## config.mk

```make
export PLATFORM = sky130hd
export DESIGN_NAME = dmem_arbiter
export DESIGN_NICKNAME = d
export VERILOG_FILES = /design/src/rtl/dmem_arb_pkg.sv /design/src/rtl/dmem_arbiter_starve.sv /design/src/rtl/dmem_arbiter.sv
export SDC_FILE = /design/constraint.sdc
export NUM_CORES = 1
export LEC_CHECK = 0
export CORE_AREA = 2 2 116 118
export CTS_CLUSTER_DIAMETER = 150
export DETAILED_ROUTE_END_ITERATION = 10
export DIE_AREA = 0 0 118 120
export SLEW_MARGIN = 20
export SYNTH_ARGS = -nofsm -noshare
export SYNTH_HDL_FRONTEND = slang
export SYNTH_SLANG_ARGS = --single-unit
```

## constraint.sdc

```tcl
create_clock -name clk -period 1.9 [get_ports clk]
set_input_delay 0.285 -clock clk [delete_from_list [all_inputs] [get_ports clk]]
set_output_delay 0.285 -clock clk [all_outputs]
set_load 0.01 [all_outputs]
```

## src/rtl/dmem_arb_pkg.sv

```systemverilog
// Shared definitions for the data memory arbiter.
//   arb_state_t : arbiter FSM encodings (ARB, BURST, FORCE)
//   CPU_PORT    : index of the CPU MEM stage in grant vectors
//   DMA_PORT    : index of the DMA/UART loader in grant vectors
package dmem_arb_pkg;

   typedef enum logic [1:0] {
      ARB   = 2'd0,
      BURST = 2'd1,
      FORCE = 2'd2
   } arb_state_t;

   localparam int CPU_PORT = 0;
   localparam int DMA_PORT = 1;

endpackage

```

## src/rtl/dmem_arbiter_starve.sv

```systemverilog
// Anti-starvation counter for the DMA port.
// Counts consecutive cycles in which the DMA requests but is not granted,
// saturating at MAX_WAIT, and flags the edge on which the count reaches
// MAX_WAIT so the arbiter can force-grant the DMA in the following cycle.
// Ports:
//   clk, reset  : clock, synchronous active-high reset
//   dma_req     : DMA request
//   dma_gnt     : DMA grant this cycle
//   wait_cnt    : current denial count (4 bits)
//   force_next  : this cycle's denial brings wait_cnt to MAX_WAIT
module arb_starve_cnt #(
   parameter int MAX_WAIT = 4
) (
   input  logic       clk,
   input  logic       reset,
   input  logic       dma_req,
   input  logic       dma_gnt,
   output logic [3:0] wait_cnt,
   output logic       force_next
);

   localparam logic [3:0] MAX_CNT = 4'(MAX_WAIT);

   logic denied;

   assign denied     = dma_req & ~dma_gnt;
   assign force_next = denied & (wait_cnt == MAX_CNT - 4'd1);

   always_ff @(posedge clk) begin
      if (reset) begin
         wait_cnt <= 4'd0;
      end else if (!denied) begin
         wait_cnt <= 4'd0;
      end else if (wait_cnt != MAX_CNT) begin
         wait_cnt <= wait_cnt + 4'd1;
      end
   end

endmodule

```

## src/rtl/dmem_arbiter.sv

```systemverilog
// Single-port data memory arbiter between the CPU MEM stage (port 0) and the
// DMA/UART loader (port 1). CPU has fixed priority; the DMA may lock the bus
// for bursts and is force-granted for one cycle after MAX_WAIT denials.
// Grants are combinational; memory reads are combinational and writes occur
// on the rising edge, so a granted access completes in its grant cycle.
// Optional build macro: DMEM_ARB_STATS_EN adds saturating conflict/stall
// counters (stat_conflicts, stat_cpu_stalls).
// Ports:
//   clk, reset                               : clock, sync active-high reset
//   cpu_req/wr/byte/addr/wdata               : CPU access request
//   cpu_rdata, cpu_gnt, cpu_stall            : CPU response / pipeline freeze
//   dma_req/wr/byte/addr/wdata/lock          : DMA access request
//   dma_rdata, dma_gnt                       : DMA response
//   mem_MemWr/MemRead/WordorByte/addr/data_w : data memory controls
//   mem_data_r                               : data memory read data
//   stat_conflicts, stat_cpu_stalls          : (DMEM_ARB_STATS_EN only)
import dmem_arb_pkg::*;

module dmem_arbiter #(
   parameter int MAX_WAIT = 4,
   parameter int ADDR_W   = 32
) (
   input  logic              clk,
   input  logic              reset,
   input  logic              cpu_req,
   input  logic              cpu_wr,
   input  logic              cpu_byte,
   input  logic [ADDR_W-1:0] cpu_addr,
   input  logic [31:0]       cpu_wdata,
   output logic [31:0]       cpu_rdata,
   output logic              cpu_gnt,
   output logic              cpu_stall,
   input  logic              dma_req,
   input  logic              dma_wr,
   input  logic              dma_byte,
   input  logic [ADDR_W-1:0] dma_addr,
   input  logic [31:0]       dma_wdata,
   input  logic              dma_lock,
   output logic [31:0]       dma_rdata,
   output logic              dma_gnt,
   output logic              mem_MemWr,
   output logic              mem_MemRead,
   output logic              mem_WordorByte,
   output logic [ADDR_W-1:0] mem_addr,
   output logic [31:0]       mem_data_w,
   input  logic [31:0]       mem_data_r
`ifdef DMEM_ARB_STATS_EN
   ,
   output logic [15:0]       stat_conflicts,
   output logic [15:0]       stat_cpu_stalls
`endif
);

   arb_state_t state_q, state_d;
   logic [1:0] gnt;
   logic       in_arb;
   logic       force_next;
   logic [3:0] wait_cnt;

   arb_starve_cnt #(.MAX_WAIT(MAX_WAIT)) u_starve (
      .clk       (clk),
      .reset     (reset),
      .dma_req   (dma_req),
      .dma_gnt   (gnt[DMA_PORT]),
      .wait_cnt  (wait_cnt),
      .force_next(force_next)
   );

   always_ff @(posedge clk) begin
      if (reset) begin
         state_q <= ARB;
      end else begin
         state_q <= state_d;
      end
   end

   // A BURST cycle that loses its lock (or request) is arbitrated as ARB.
   always_comb begin
      gnt     = 2'b00;
      in_arb  = 1'b0;
      state_d = ARB;
      case (state_q)
         BURST: begin
            if (dma_req && dma_lock) begin
               gnt[DMA_PORT] = 1'b1;
            end else begin
               in_arb = 1'b1;
            end
         end
         FORCE:   gnt[DMA_PORT] = dma_req;
         default: in_arb = 1'b1;
      endcase
      if (in_arb) begin
         gnt[CPU_PORT] = cpu_req;
         gnt[DMA_PORT] = dma_req & ~cpu_req;
      end
      if (reset) begin
         gnt = 2'b00;
      end
      if (gnt[DMA_PORT] && dma_lock) begin
         state_d = BURST;
      end else if (in_arb && force_next) begin
         state_d = FORCE;
      end
   end

   assign cpu_gnt   = gnt[CPU_PORT];
   assign dma_gnt   = gnt[DMA_PORT];
   assign cpu_stall = cpu_req & ~gnt[CPU_PORT] & ~reset;
   assign cpu_rdata = gnt[CPU_PORT] ? mem_data_r : 32'd0;
   assign dma_rdata = gnt[DMA_PORT] ? mem_data_r : 32'd0;

   always_comb begin
      mem_MemWr      = 1'b0;
      mem_MemRead    = 1'b0;
      mem_WordorByte = 1'b0;
      mem_addr       = '0;
      mem_data_w     = 32'd0;
      if (gnt[DMA_PORT]) begin
         mem_MemWr      = dma_wr;
         mem_MemRead    = ~dma_wr;
         mem_WordorByte = dma_byte;
         mem_addr       = dma_addr;
         mem_data_w     = dma_wdata;
      end else if (gnt[CPU_PORT]) begin
         mem_MemWr      = cpu_wr;
         mem_MemRead    = ~cpu_wr;
         mem_WordorByte = cpu_byte;
         mem_addr       = cpu_addr;
         mem_data_w     = cpu_wdata;
      end
   end

`ifdef DMEM_ARB_STATS_EN
   always_ff @(posedge clk) begin
      if (reset) begin
         stat_conflicts  <= 16'd0;
         stat_cpu_stalls <= 16'd0;
      end else begin
         if (cpu_req && dma_req && stat_conflicts != 16'hFFFF) begin
            stat_conflicts <= stat_conflicts + 16'd1;
         end
         if (cpu_stall && stat_cpu_stalls != 16'hFFFF) begin
            stat_cpu_stalls <= stat_cpu_stalls + 16'd1;
         end
      end
   end
`endif

endmodule

```

Word level (Yosys, flattened, before mapping)
Cells that the tools add are included.
{"block": "op_classes", "bitwise_logic": 12, "eq_ne": 4, "n_reduce_logical": 5, "n_mux": 20, "add_sub_neg": 1}
{"op": "$mux 32", "count": 6}
{"op": "$mux 1", "count": 9}
{"op": "$not 1->1", "count": 7}
{"op": "$mux 2", "count": 3}
{"op": "$and 1x1->1", "count": 5}
{"op": "$add 4x1->4 const B", "count": 1}
{"op": "$eq 4x2->1 const B", "count": 1}
{"op": "$ne 4x3->1 const B", "count": 1}
{"op": "$pmux 1 s2", "count": 2}
{"op": "$reduce_or 2->1", "count": 2}
{"op": "$logic_and 1x1->1", "count": 3}
{"op": "$eq 2x1->1 const B", "count": 1}
{"op": "$eq 2x2->1 const B", "count": 1}
{"block": "totals", "register_bits": 6, "input_bits": 169, "out_inout_bits": 134}

Longest topological paths before layout
Gate-level depths: netlist (run 1).
{"block": "logic_depth", "ltp_word": 11, "ltp_mapped": 7, "depth_no_buf": 5}

Cells and area by module
A second synthesis (run 1) with hierarchy kept.
{"block": "hier_totals", "cells_unflattened": 209, "area_unflattened_um2": 1671.6}
{"module": "dmem_arbiter", "cells_per_inst": 186, "instances": 1, "area_each_um2": 1453.9}
{"module": "arb_starve_cnt", "cells_per_inst": 23, "instances": 1, "area_each_um2": 217.7}

Worst setup path after synthesis (run 1)
OpenSTA, ideal clock, no wires.
{"block": "synth_path", "path_kind": "reg-to-output", "from": "register state_q[0]", "to": "output mem_MemRead", "path_stages_with_launch": 7, "arrival_ps": 1651, "setup_slack_ps": -36, "cell_sequence": "dfxtp_1 inv_1 ha_1 nor2b_2 a311oi_4 buf_6 a22o_1"}
{"block": "synth_between", "elab_chain_cells": 6, "elab_cells_between_ends": 8, "classes_between": "eq/ne: 2; mux: 6"}
{"item": "start: declaration", "line_no": "dmem_arbiter.sv:54", "rtl": "arb_state_t state_q, state_d;"}
{"item": "start signal: assignment", "line_no": "dmem_arbiter.sv:73", "rtl": "state_q <= state_d;"}
{"item": "$eq 2x2->1 or $eq 2x1->1 (tied branches)", "line_no": "dmem_arbiter.sv:82", "rtl": "case (state_q)"}
{"item": "$pmux 1 s2", "line_no": "dmem_arbiter.sv:82"}
{"item": "$mux 2 *", "line_no": "dmem_arbiter.sv:93", "rtl": "if (in_arb) begin"}
{"item": "$mux 2 *", "line_no": "dmem_arbiter.sv:97", "rtl": "if (reset) begin"}
{"item": "$mux 1", "line_no": "dmem_arbiter.sv:125", "rtl": "end else if (gnt[CPU_PORT]) begin"}
{"item": "$mux 1 *", "line_no": "dmem_arbiter.sv:119", "rtl": "if (gnt[DMA_PORT]) begin"}
{"item": "end: declaration", "line_no": "dmem_arbiter.sv:42", "rtl": "output logic mem_MemRead,"}
Every way passes the cells marked *; elsewhere a longest branch is shown, timed or not.

Worst setup path in the final report (run 1)
{"block": "layout_path", "from": "register state_q[1]", "to": "output mem_data_w[29]"}
{"block": "layout_between", "elab_chain_cells": 6, "elab_cells_between_ends": 8, "classes_between": "eq/ne: 2; mux: 6"}
{"item": "$eq 2x2->1 or $eq 2x1->1 (tied branches)", "line_no": "dmem_arbiter.sv:82"}
{"item": "$pmux 1 s2", "line_no": "dmem_arbiter.sv:82"}
{"item": "$mux 2 *", "line_no": "dmem_arbiter.sv:93"}
{"item": "$mux 2 *", "line_no": "dmem_arbiter.sv:97"}
{"item": "$mux 32", "line_no": "dmem_arbiter.sv:125"}
{"item": "$mux 32 *", "line_no": "dmem_arbiter.sv:119"}
{"item": "end: declaration", "line_no": "dmem_arbiter.sv:45", "rtl": "output logic [31:0] mem_data_w,"}
Marked as above.

==> flow_results.org, run 1 <==
** Floorplanning
- The die is 118 um wide.
- Once the floorplan was initialized, standard cells occupied 12.3% of the core.
- Count of standard-cell rows :: 42
- Die Area :: 14200 sq um
- The floorplan step set the die height to 120 um.
- After floorplanning, the core was sized to cover 13000 sq um.
- 303 I/O pins were placed.

** Power and ir drop
- Power Dens Cells :: 288 nW/um^2
- VDD sags by at most 0.603 mV.
- The analysis attributes to cell leakage a power of 0.00265 uW.

** Run
- Across the run, the number of max-cap violations was 0.

** GRT
- The first global-routing pass estimated 19.5 mm of wire.
- The number of antenna violations at the first check in global routing was 0.
- Global routing used 18.1% of the available tracks.
- Total global routing overflow :: 0
- Largest net degree at the start of global routing :: 22
- Vias in the first global route :: 2971

** Routing
- Final ANT Viol Nets :: 0
- Dividing the detail-routed wire length by the instance count gives 20.1 um.
- The routed design has 14.4 mm of wire.
- Number of design rule violations left after detail routing :: 0
- Vias per Instance :: 4.24
- Via count :: 3039
- Length of the first detailed-routing pass in iterations :: 4
- In this run, the number of DRC markers left after iteration 0 of detailed routing was 191.

** STA
- Final Hold Viols :: 0
- Final Cycle Share :: 123%
- Subtracting the final worst setup slack from the clock period gives 2330 ps.
- Pins Over Slew Limit :: 0
- Relative slew margins :: 81.8%
- Setup violations remaining at the end of the flow were counted as 134.
- Post-route setup slack :: -435 ps
- On the final layout, the worst hold slack is 494 ps.
- At the pin with the least slew margin, the transition time is 274 ps.
- Setup repair after global routing could not meet its margin everywhere.
- Between clock sinks in the finished design, the worst skew comes to 2.53 ps.
- Static timing analysis puts the maximum clock frequency at 0.428 GHz.

** Critical path
- R2R Path Start :: state_q[1]
- Across all register-to-register paths, the minimum setup slack is -10 ps.
- For this design, the slowest cell found on the critical path is sky130_fd_sc_hd__or3b_4.
- Critical path endpoint category :: output port
- Worst endpoint required time :: 1620 ps
- Critical Path Fanout Max :: 6
- In this design, the stage delay of the slowest critical-path cell is 400 ps.
- STA puts the critical path data arrival time at 2050 ps.
- Traced cell by cell, the critical path runs through inv_2 > ha_4 > or3b_4 > o22ai_4 > buf_6 > buf_12 > clkbuf_16 > a22o_1 > buf_2.
- The worst setup path is launched from a flip-flop.
- Critical path startpoint :: state_q[1]
- Type of the worst setup path :: flip-flop to output port

** Cells and area
- Share of final-layout standard cells stronger than drive strength 1 :: 50.1%
- The net count of the finished layout is 716.
- The repair_antennas step left the layout with diodes totalling 0.
- Relative to the synthesized area, the layout overhead comes to 257%.
- Fill cell instance count of the final layout :: 1262

** Status
- The run finished, with violations left.
- The checks that failed: negative setup slack.

** Hold path
- Hold path start :: u_starve.wait_cnt[2]
- The worst hold path belongs to the class flip-flop to flip-flop.

** Synth
- Synthesis instantiated 25 different standard cells from the library.
- After technology mapping, the gate count stands at 199.
- Share of synthesized area occupied by flip-flops and latches :: 7.51%
- Number of warnings issued by yosys :: 0
- Synth Net Count :: 372
- Number of synthesized register bits :: 6
- Post-synthesis instance area :: 1600 sq um
- Summed over all instances, the cell type with the most area after synthesis is sky130_fd_sc_hd__a22o_1.
- Post-synthesis average cell area :: 8.04 sq um
- Area share of the largest cell type after synthesis :: 36.7%
- Ranked by total cell area, the synthesized netlist is headed by sky130_fd_sc_hd__a22o_1, sky130_fd_sc_hd__and2_1, sky130_fd_sc_hd__dfxtp_1.

** Place
- At the placement stage, the worst setup path has a slack of -837 ps.
- Placed wire-length estimate after detailed placement :: 9.87 mm
- Routability-driven placement finished with a final weighted congestion of 1.05.
- Port buffering added 302 buffers.

** Clock network
- Clock insertion delay at the later pin of the skew report :: 230 ps
- Hold repair after CTS inserted 0 buffers.
- TritonCTS clock tree :: done
- CTS built an H-tree with a depth of 1.
- Number of buffers created by CTS :: 3
- Clk sink count :: 6
- Clock slew seen by the registers of the worst setup and hold paths :: 30 ps
- Clock root cell :: sky130_fd_sc_hd__clkbuf_16
- Buffer levels on the longest clock path :: 2
-- routing by layer --
layer | share of wire (%) | wire [um] | up-vias | global-route usage (%)
met3 | 8.4 | 1210 | 6 | 5.09
met4 | 0.66 | 95 | 0 | 1.96
met1 | 43 | 6200 | 1465 | 25.3
li1 | - | - | 1426 | -
met2 | 48 | 6930 | 142 | 28.3
met5 | 0 | 0 | - | 0
-- power breakdown --
group | leakage [uW] | total, uW | switching (uW) | internal, uW
combinational | 0.00256 | 1180 | 413 | 764
clock | 0.0000370 | 338 | 68.2 | 270
sequential | 0.0000498 | 130 | 2.57 | 128
total | 0.00265 | 1640 | 484 | 1160
-- path summary, 6_finish.rpt --
| path | endpoint | cells after the start |
|---|---|---|
| worst max-delay path | mem_data_w[29] | 9 |
| worst min-delay path | state_q[1] | 1 |
| worst max register to register | state_q[0] | 10 |
| worst min register to register | state_q[1] | 1 |
-- worst max-delay path: cells and delay by family (launching register included) --
| family | cells | cell delay [ps] |
|---|---|---|
| DFF | 1 | 340 |
| AOI/OAI and AO/OA | 2 | 320 |
| adders and majority gates | 1 | 150 |
| buffers and inverters | 5 | 610 |
| and+or+nand+nor | 1 | 400 |
-- sequential cells by signal (all words and copies together), names as in the netlist --
name,cells
state_q,2
u_starve.wait_cnt,4
-- cell families (layout without fill, tap and decap cells) --
group / Yosys count / in the layout / share of synthesized area [%]
mux: 6 / 6 / 3.99
compound gates: 71 / 71 / 39.4
buf+inv: 28 / 370 / 13.4
simple gates: 83 / 83 / 32.1
fa+ha+maj: 4 / 4 / 3.13
xor+xnor: 1 / 1 / 0.547
flops: 6 / 6 / 7.51
-- cell usage in the layout, fill, tap and decap left out, types with 2 or more instances in the layout --
| master | synthesis | layout |
|---|---|---|
| sky130_fd_sc_hd__a22o_1 | 67 | 63 |
| sky130_fd_sc_hd__a22o_4 | 0 | 4 |
| sky130_fd_sc_hd__and2_1 | 65 | 5 |
| sky130_fd_sc_hd__and2_4 | 0 | 60 |
| sky130_fd_sc_hd__buf_12 | 0 | 12 |
| sky130_fd_sc_hd__buf_16 | 0 | 8 |
| sky130_fd_sc_hd__buf_2 | 3 | 64 |
| sky130_fd_sc_hd__buf_4 | 8 | 11 |
| sky130_fd_sc_hd__buf_6 | 10 | 85 |
| sky130_fd_sc_hd__buf_8 | 0 | 5 |
| sky130_fd_sc_hd__bufbuf_16 | 0 | 2 |
| sky130_fd_sc_hd__clkbuf_16 | 0 | 7 |
| sky130_fd_sc_hd__clkdlybuf4s50_1 | 0 | 165 |
| sky130_fd_sc_hd__dfxtp_1 | 6 | 4 |
| sky130_fd_sc_hd__dlygate4sd2_1 | 0 | 2 |
| sky130_fd_sc_hd__dlymetal6s2s_1 | 0 | 2 |
| sky130_fd_sc_hd__ha_1 | 4 | 2 |
| sky130_fd_sc_hd__ha_4 | 0 | 2 |
| sky130_fd_sc_hd__inv_1 | 7 | 5 |
| sky130_fd_sc_hd__mux2_2 | 3 | 2 |
| sky130_fd_sc_hd__mux2i_1 | 3 | 3 |
| sky130_fd_sc_hd__nand3b_1 | 4 | 4 |
| sky130_fd_sc_hd__nor2_1 | 6 | 6 |
-- metrics by stage --
stage	std cells	power [uW]	TNS (ps)	cell area [sq um]	util, %
6_report	717	1640	-47250	5710	44.0
5_1_grt	717	1720	-57940	5710	44.0
4_1_cts	710	1530	-55230	5110	39.4
3_5_place_dp	674	1120	-96850	4880	37.6
3_3_place_gp	674	1110	-96880	4880	37.6
2_1_floorplan	199	423	0	1610	-
-- cell usage after synthesis --
master                      n
sky130_fd_sc_hd__a22o_1    67
sky130_fd_sc_hd__and2_1    65
sky130_fd_sc_hd__buf_6     10
sky130_fd_sc_hd__buf_4      8
sky130_fd_sc_hd__inv_1      7
sky130_fd_sc_hd__dfxtp_1    6
sky130_fd_sc_hd__nor2_1     6
sky130_fd_sc_hd__ha_1       4
sky130_fd_sc_hd__nand3b_1   4
sky130_fd_sc_hd__buf_2      3
sky130_fd_sc_hd__mux2_2     3
sky130_fd_sc_hd__mux2i_1    3
sky130_fd_sc_hd__a21oi_1    1
sky130_fd_sc_hd__a311oi_4   1
sky130_fd_sc_hd__a31oi_1    1
sky130_fd_sc_hd__nand2_1    1
sky130_fd_sc_hd__nand2b_1   1
sky130_fd_sc_hd__nand3_1    1
sky130_fd_sc_hd__nor2b_1    1
sky130_fd_sc_hd__nor2b_2    1
sky130_fd_sc_hd__nor3_1     1
sky130_fd_sc_hd__nor4bb_1   1
sky130_fd_sc_hd__o22ai_1    1
sky130_fd_sc_hd__or3b_1     1
sky130_fd_sc_hd__xnor2_1    1
-- what timing repair did --
item | CTS | global route
buffers inserted | 18 | 12
gates cloned | 16 | 5
pin swaps | 9 | 68
endpoints found under the hold margin | 0 | 0
setup endpoints to repair | 134 | 134
gates resized for setup | 585 | 151
-- final cells by class --
type	instances	area, sq um	area share, %
clock buffer	3	75.1	1.32
inverter	7	28.8	0.504
multi-input combinational	165	1500	26.3
sequential	6	125	2.19
tap	176	220	3.86
timing repair buffer	360	3750	65.8
Power figures use the tool's default switching activity.
==> run 2: changes to the inputs <==
--- a/config.mk
+++ b/config.mk
@@ -5,10 +5,11 @@
 export SDC_FILE = /design/constraint.sdc
 export NUM_CORES = 1
 export LEC_CHECK = 0
-export CORE_AREA = 2 2 116 118
+export ABC_AREA = 1
+export CORE_AREA = 2 2 119 121
 export CTS_CLUSTER_DIAMETER = 150
 export DETAILED_ROUTE_END_ITERATION = 10
-export DIE_AREA = 0 0 118 120
+export DIE_AREA = 0 0 121 123
 export SLEW_MARGIN = 20
 export SYNTH_ARGS = -nofsm -noshare
 export SYNTH_HDL_FRONTEND = slang
==> constraint.sdc (replaced) <==
create_clock -name clk -period 2.1 [get_ports clk]
set_input_delay 0.315 -clock clk [delete_from_list [all_inputs] [get_ports clk]]
set_output_delay 0.315 -clock clk [all_outputs]
set_load 0.01 [all_outputs]
==> run 2 against run 1 <==
- the run still ends with negative setup slack left
- largest cell class unchanged
- core utilization is 0.72 points higher
- sequential share of layout area fell by 0.18 points
- largest power group unchanged
- count of clock-buffer cells in the layout unchanged
- register-to-register slack gained 390 ps
- non-clock buffer count decreased by 9
- worst hold slack better by 22 ps
- first-iteration DRC count fell by 9.9%
- combinational power down 6%
- synthesized cell count up 96%
- via count is 27% higher
==> flow_results.org, run 2 <==
** Status
- The flow ran to the end, but the final reports show violations.
- The final reports fail on negative setup slack.

** Critical path
- Among all stages on the critical path, the largest delay is contributed by sky130_fd_sc_hd__dfxtp_2.
- Type of the worst setup path :: flip-flop to output port
- Longest individual stage delay on the worst path :: 360 ps
- Critical Path Fanout Max :: 9
- Walking the worst path, the cells encountered are inv_2 > ha_4 > nor2_2 > nand2_2 > nand2_8 > nand3_4 > buf_12 > nor2_1 > buf_2.
- STA classifies the critical path endpoint as an output port.
- The worst setup path is launched from a flip-flop.
- STA puts the critical path data required time at 1780 ps.
- Arrival time at the worst endpoint :: 1830 ps

** Routing
- Final ANT Viol Nets :: 0
- The first TritonRoute pass finished after 4 iterations.
- Count of routing violations after the opening detailed-route iteration :: 172
- Number of design rule violations left after detail routing :: 0
- Across all layers, the routed design uses 3845 vias.
- Vias per Instance :: 4.32
- In the final routed layout, each cell accounts on average for 16.4 um.
- For this block, the routed nets add up to 14.6 mm of wire.

** Synth
- After synthesis the netlist holds a flip-flop and latch count of 6.
- In this run the cell area of the synthesized design comes to 1860 sq um.
- Among all flip-flop cells after synthesis, the most frequent one is sky130_fd_sc_hd__dfxtp_1.
- Syn Inst Count :: 391
- Post-synthesis average cell area :: 4.76 sq um
- The largest total area in the synthesized netlist belongs to sky130_fd_sc_hd__nand2_1.
- During synthesis, Yosys emitted a total of 0 warnings.
- Synth async-reset ratio :: 0%
- Area contributors post-synth :: sky130_fd_sc_hd__nand2_1, sky130_fd_sc_hd__nand4_1, sky130_fd_sc_hd__nor2_1
- Area share of the largest cell type after synthesis :: 28.8%
- Number of synthesized flops with an enable pin :: 0
- The number of nets handed over by synthesis was 564.
- Share of synthesized area occupied by flip-flops and latches :: 6.45%
- Synthesis instantiated 19 different standard cells from the library.
- Most frequent cells after synthesis :: sky130_fd_sc_hd__nand2_1, sky130_fd_sc_hd__nor2_1, sky130_fd_sc_hd__nand4_1
- Yosys instantiated no cell more often than sky130_fd_sc_hd__nand2_1.

** STA
- Between clock sinks in the finished design, the worst skew comes to 1.77 ps.
- Setup violations remaining at the end of the flow were counted as 31.
- WHS :: 516 ps
- Final Hold Viols :: 0
- Post-route setup slack :: -48.6 ps
- Maximum clock frequency :: 0.465 GHz
- In this run the tightest slew margin relative to its limit is 85.6%.
- Final Cycle Share :: 102%
- For the pin with the worst max-slew slack, the measured transition is 216 ps.
- Adding up every negative setup slack in the final design gives -563 ps.
- Counting I/O delays and the setup requirement, the final critical path takes 2150 ps.
- Pins Over Slew Limit :: 0
- Setup repair after global routing missed its margin :: yes

** Floorplanning
- The total area inside the core boundary comes to 13600 sq um.
- The floorplan has 43 rows.
- Starting density of the core :: 13.7%
- Die Area :: 14900 sq um
- Top-level I/O count :: 303
- From bottom edge to top edge, the die measures 123 um.
- Die W :: 121 um

** Place
- Buffers added on ports :: 302
- Placement-stage cell area :: 5270 sq um
- Detailed placement ended at an HPWL of 9.64 mm.
- Worst setup timing slack at the placement stage :: -564 ps
- At the end of routability-driven placement, the weighted congestion stood at 0.714.

** Clock network
- No sink is reached through more buffers than the 2 on the longest clock path.
- Clock root cell :: sky130_fd_sc_hd__clkbuf_16
- Clock tree synthesis inserted a total of 3 buffers.
- Clock slew seen by the registers of the worst setup and hold paths :: 30 ps
- Counting every sink on the clock net gives 6.
- Total of hold buffers inserted after clock tree synthesis :: 0
- TritonCTS clock tree :: done
- In this run the number of H-tree levels came out at 1.
- The clock reaches the later pin of the worst-skew pair after 220 ps.

** GRT
- Initial antenna violation count :: 0
- Vias in the first global route :: 3699
- In the global route stage, overall resource usage came out at 16.8%.
- The first global-routing pass estimated 20.0 mm of wire.
- Total global routing overflow :: 0
- Entering global routing, the biggest net connects 37 pins.

** Cells and area
- Regs by FF count :: u_starve.wait_cnt x4, state_q x2
- Measured on the finished design, the core utilization comes to 44.7%.
- After the last flow step, the layout net total stands at 886.
- Max reg flops :: 4
- The library cells used most frequently in the layout, excluding fill and tap cells, are sky130_fd_sc_hd__clkdlybuf4s50_1, sky130_fd_sc_hd__nand2_1, sky130_fd_sc_hd__buf_2, sky130_fd_sc_hd__nand4_1, sky130_fd_sc_hd__buf_6.
- The finished cells cover 6080 sq um.
- After filler insertion, the fill cell instance count of the layout stands at 1409.
- P&R area growth vs syn :: 227%
- Count of antenna diodes in the layout :: 0
- Leading cell type in the layout, fill and taps excluded :: sky130_fd_sc_hd__clkdlybuf4s50_1
- Register with the most flip-flops :: u_starve.wait_cnt
- Share of final-layout standard cells stronger than drive strength 1 :: 43.6%

** Hold path
- Worst hold path class :: input pin to flip-flop

** Power and ir drop
- Worst supply voltage drop on vdd :: 0.224 mV
- Static Leak :: 0.00305 uW
- Power Dens Cells :: 252 nW/um^2

** Run
- The tool flagged a number of max-cap violations equal to 0.
[run 2: worst paths after layout]
| kind | cells after the start | end | start | slack [ps] |
|---|---|---|---|---|
| setup reg to reg | 9 | state_q[1] | state_q[0] | 380 |
| setup / recovery | 9 | dma_rdata[27] | state_q[0] | -50 |
| hold reg to reg | 2 | u_starve.wait_cnt[3] | u_starve.wait_cnt[3] | 530 |
| hold / removal | 3 | state_q[0] | dma_lock | 520 |
[run 2: what timing repair did]
item                       in CTS  in global routing
cloned                         10                  7
pin swaps                      21                 30
setup endpoints to repair     134                133
buffers inserted               13                  2
gates resized for setup       611                182
[run 2: layout make-up]
class	count	area (sq um)	area share, %
timing repair buffer	351	3520	57.9
sequential	6	123	2.02
inverter	51	201	3.31
tap	180	225	3.70
multi-input combinational	300	1940	31.9
clock buffer	3	75.1	1.23
[run 2: cells by family (layout without fill, tap and decap cells)]
group	after synthesis	in the layout	share of synthesized area, %
and+or+nand+nor	291	291	69.2
buffers and inverters	85	405	20.1
DFF	6	6	6.45
adders and majority gates	4	4	2.69
AOI/OAI and AO/OA	4	4	1.08
xor gates and xnor gates	1	1	0.471
[run 2: through the flow]
stage          power (uW)  std cells
6_report             1530        891
5_1_grt              1620        891
4_1_cts              1410        888
3_5_place_dp         1060        862
3_3_place_gp         1070        862
2_1_floorplan         400        391
[run 2: routing by layer]
metal	global-route usage, %	wire [um]	vias to the layer above
li1	-	-	1890
met1	21.0	5690	1749
met2	29.8	7370	198
met3	4.70	1440	8
met4	1.45	151	0
met5	0	0	-
[run 2: power breakdown]
part / internal [uW] / switching [uW] / leakage [uW] / total (uW)
registers: 117 / 2.94 / 0.0000497 / 120
clock network: 244 / 59.0 / 0.0000370 / 303
logic: 632 / 476 / 0.00297 / 1110
total: 994 / 538 / 0.00305 / 1530
[run 2: worst max-delay path, delay by kind of cell, from the launching register on]
family                     cells  cell delay [ps]
DFF                            1              360
and+or+nand+nor                5              600
buffers and inverters          3              420
adders and majority gates      1              230
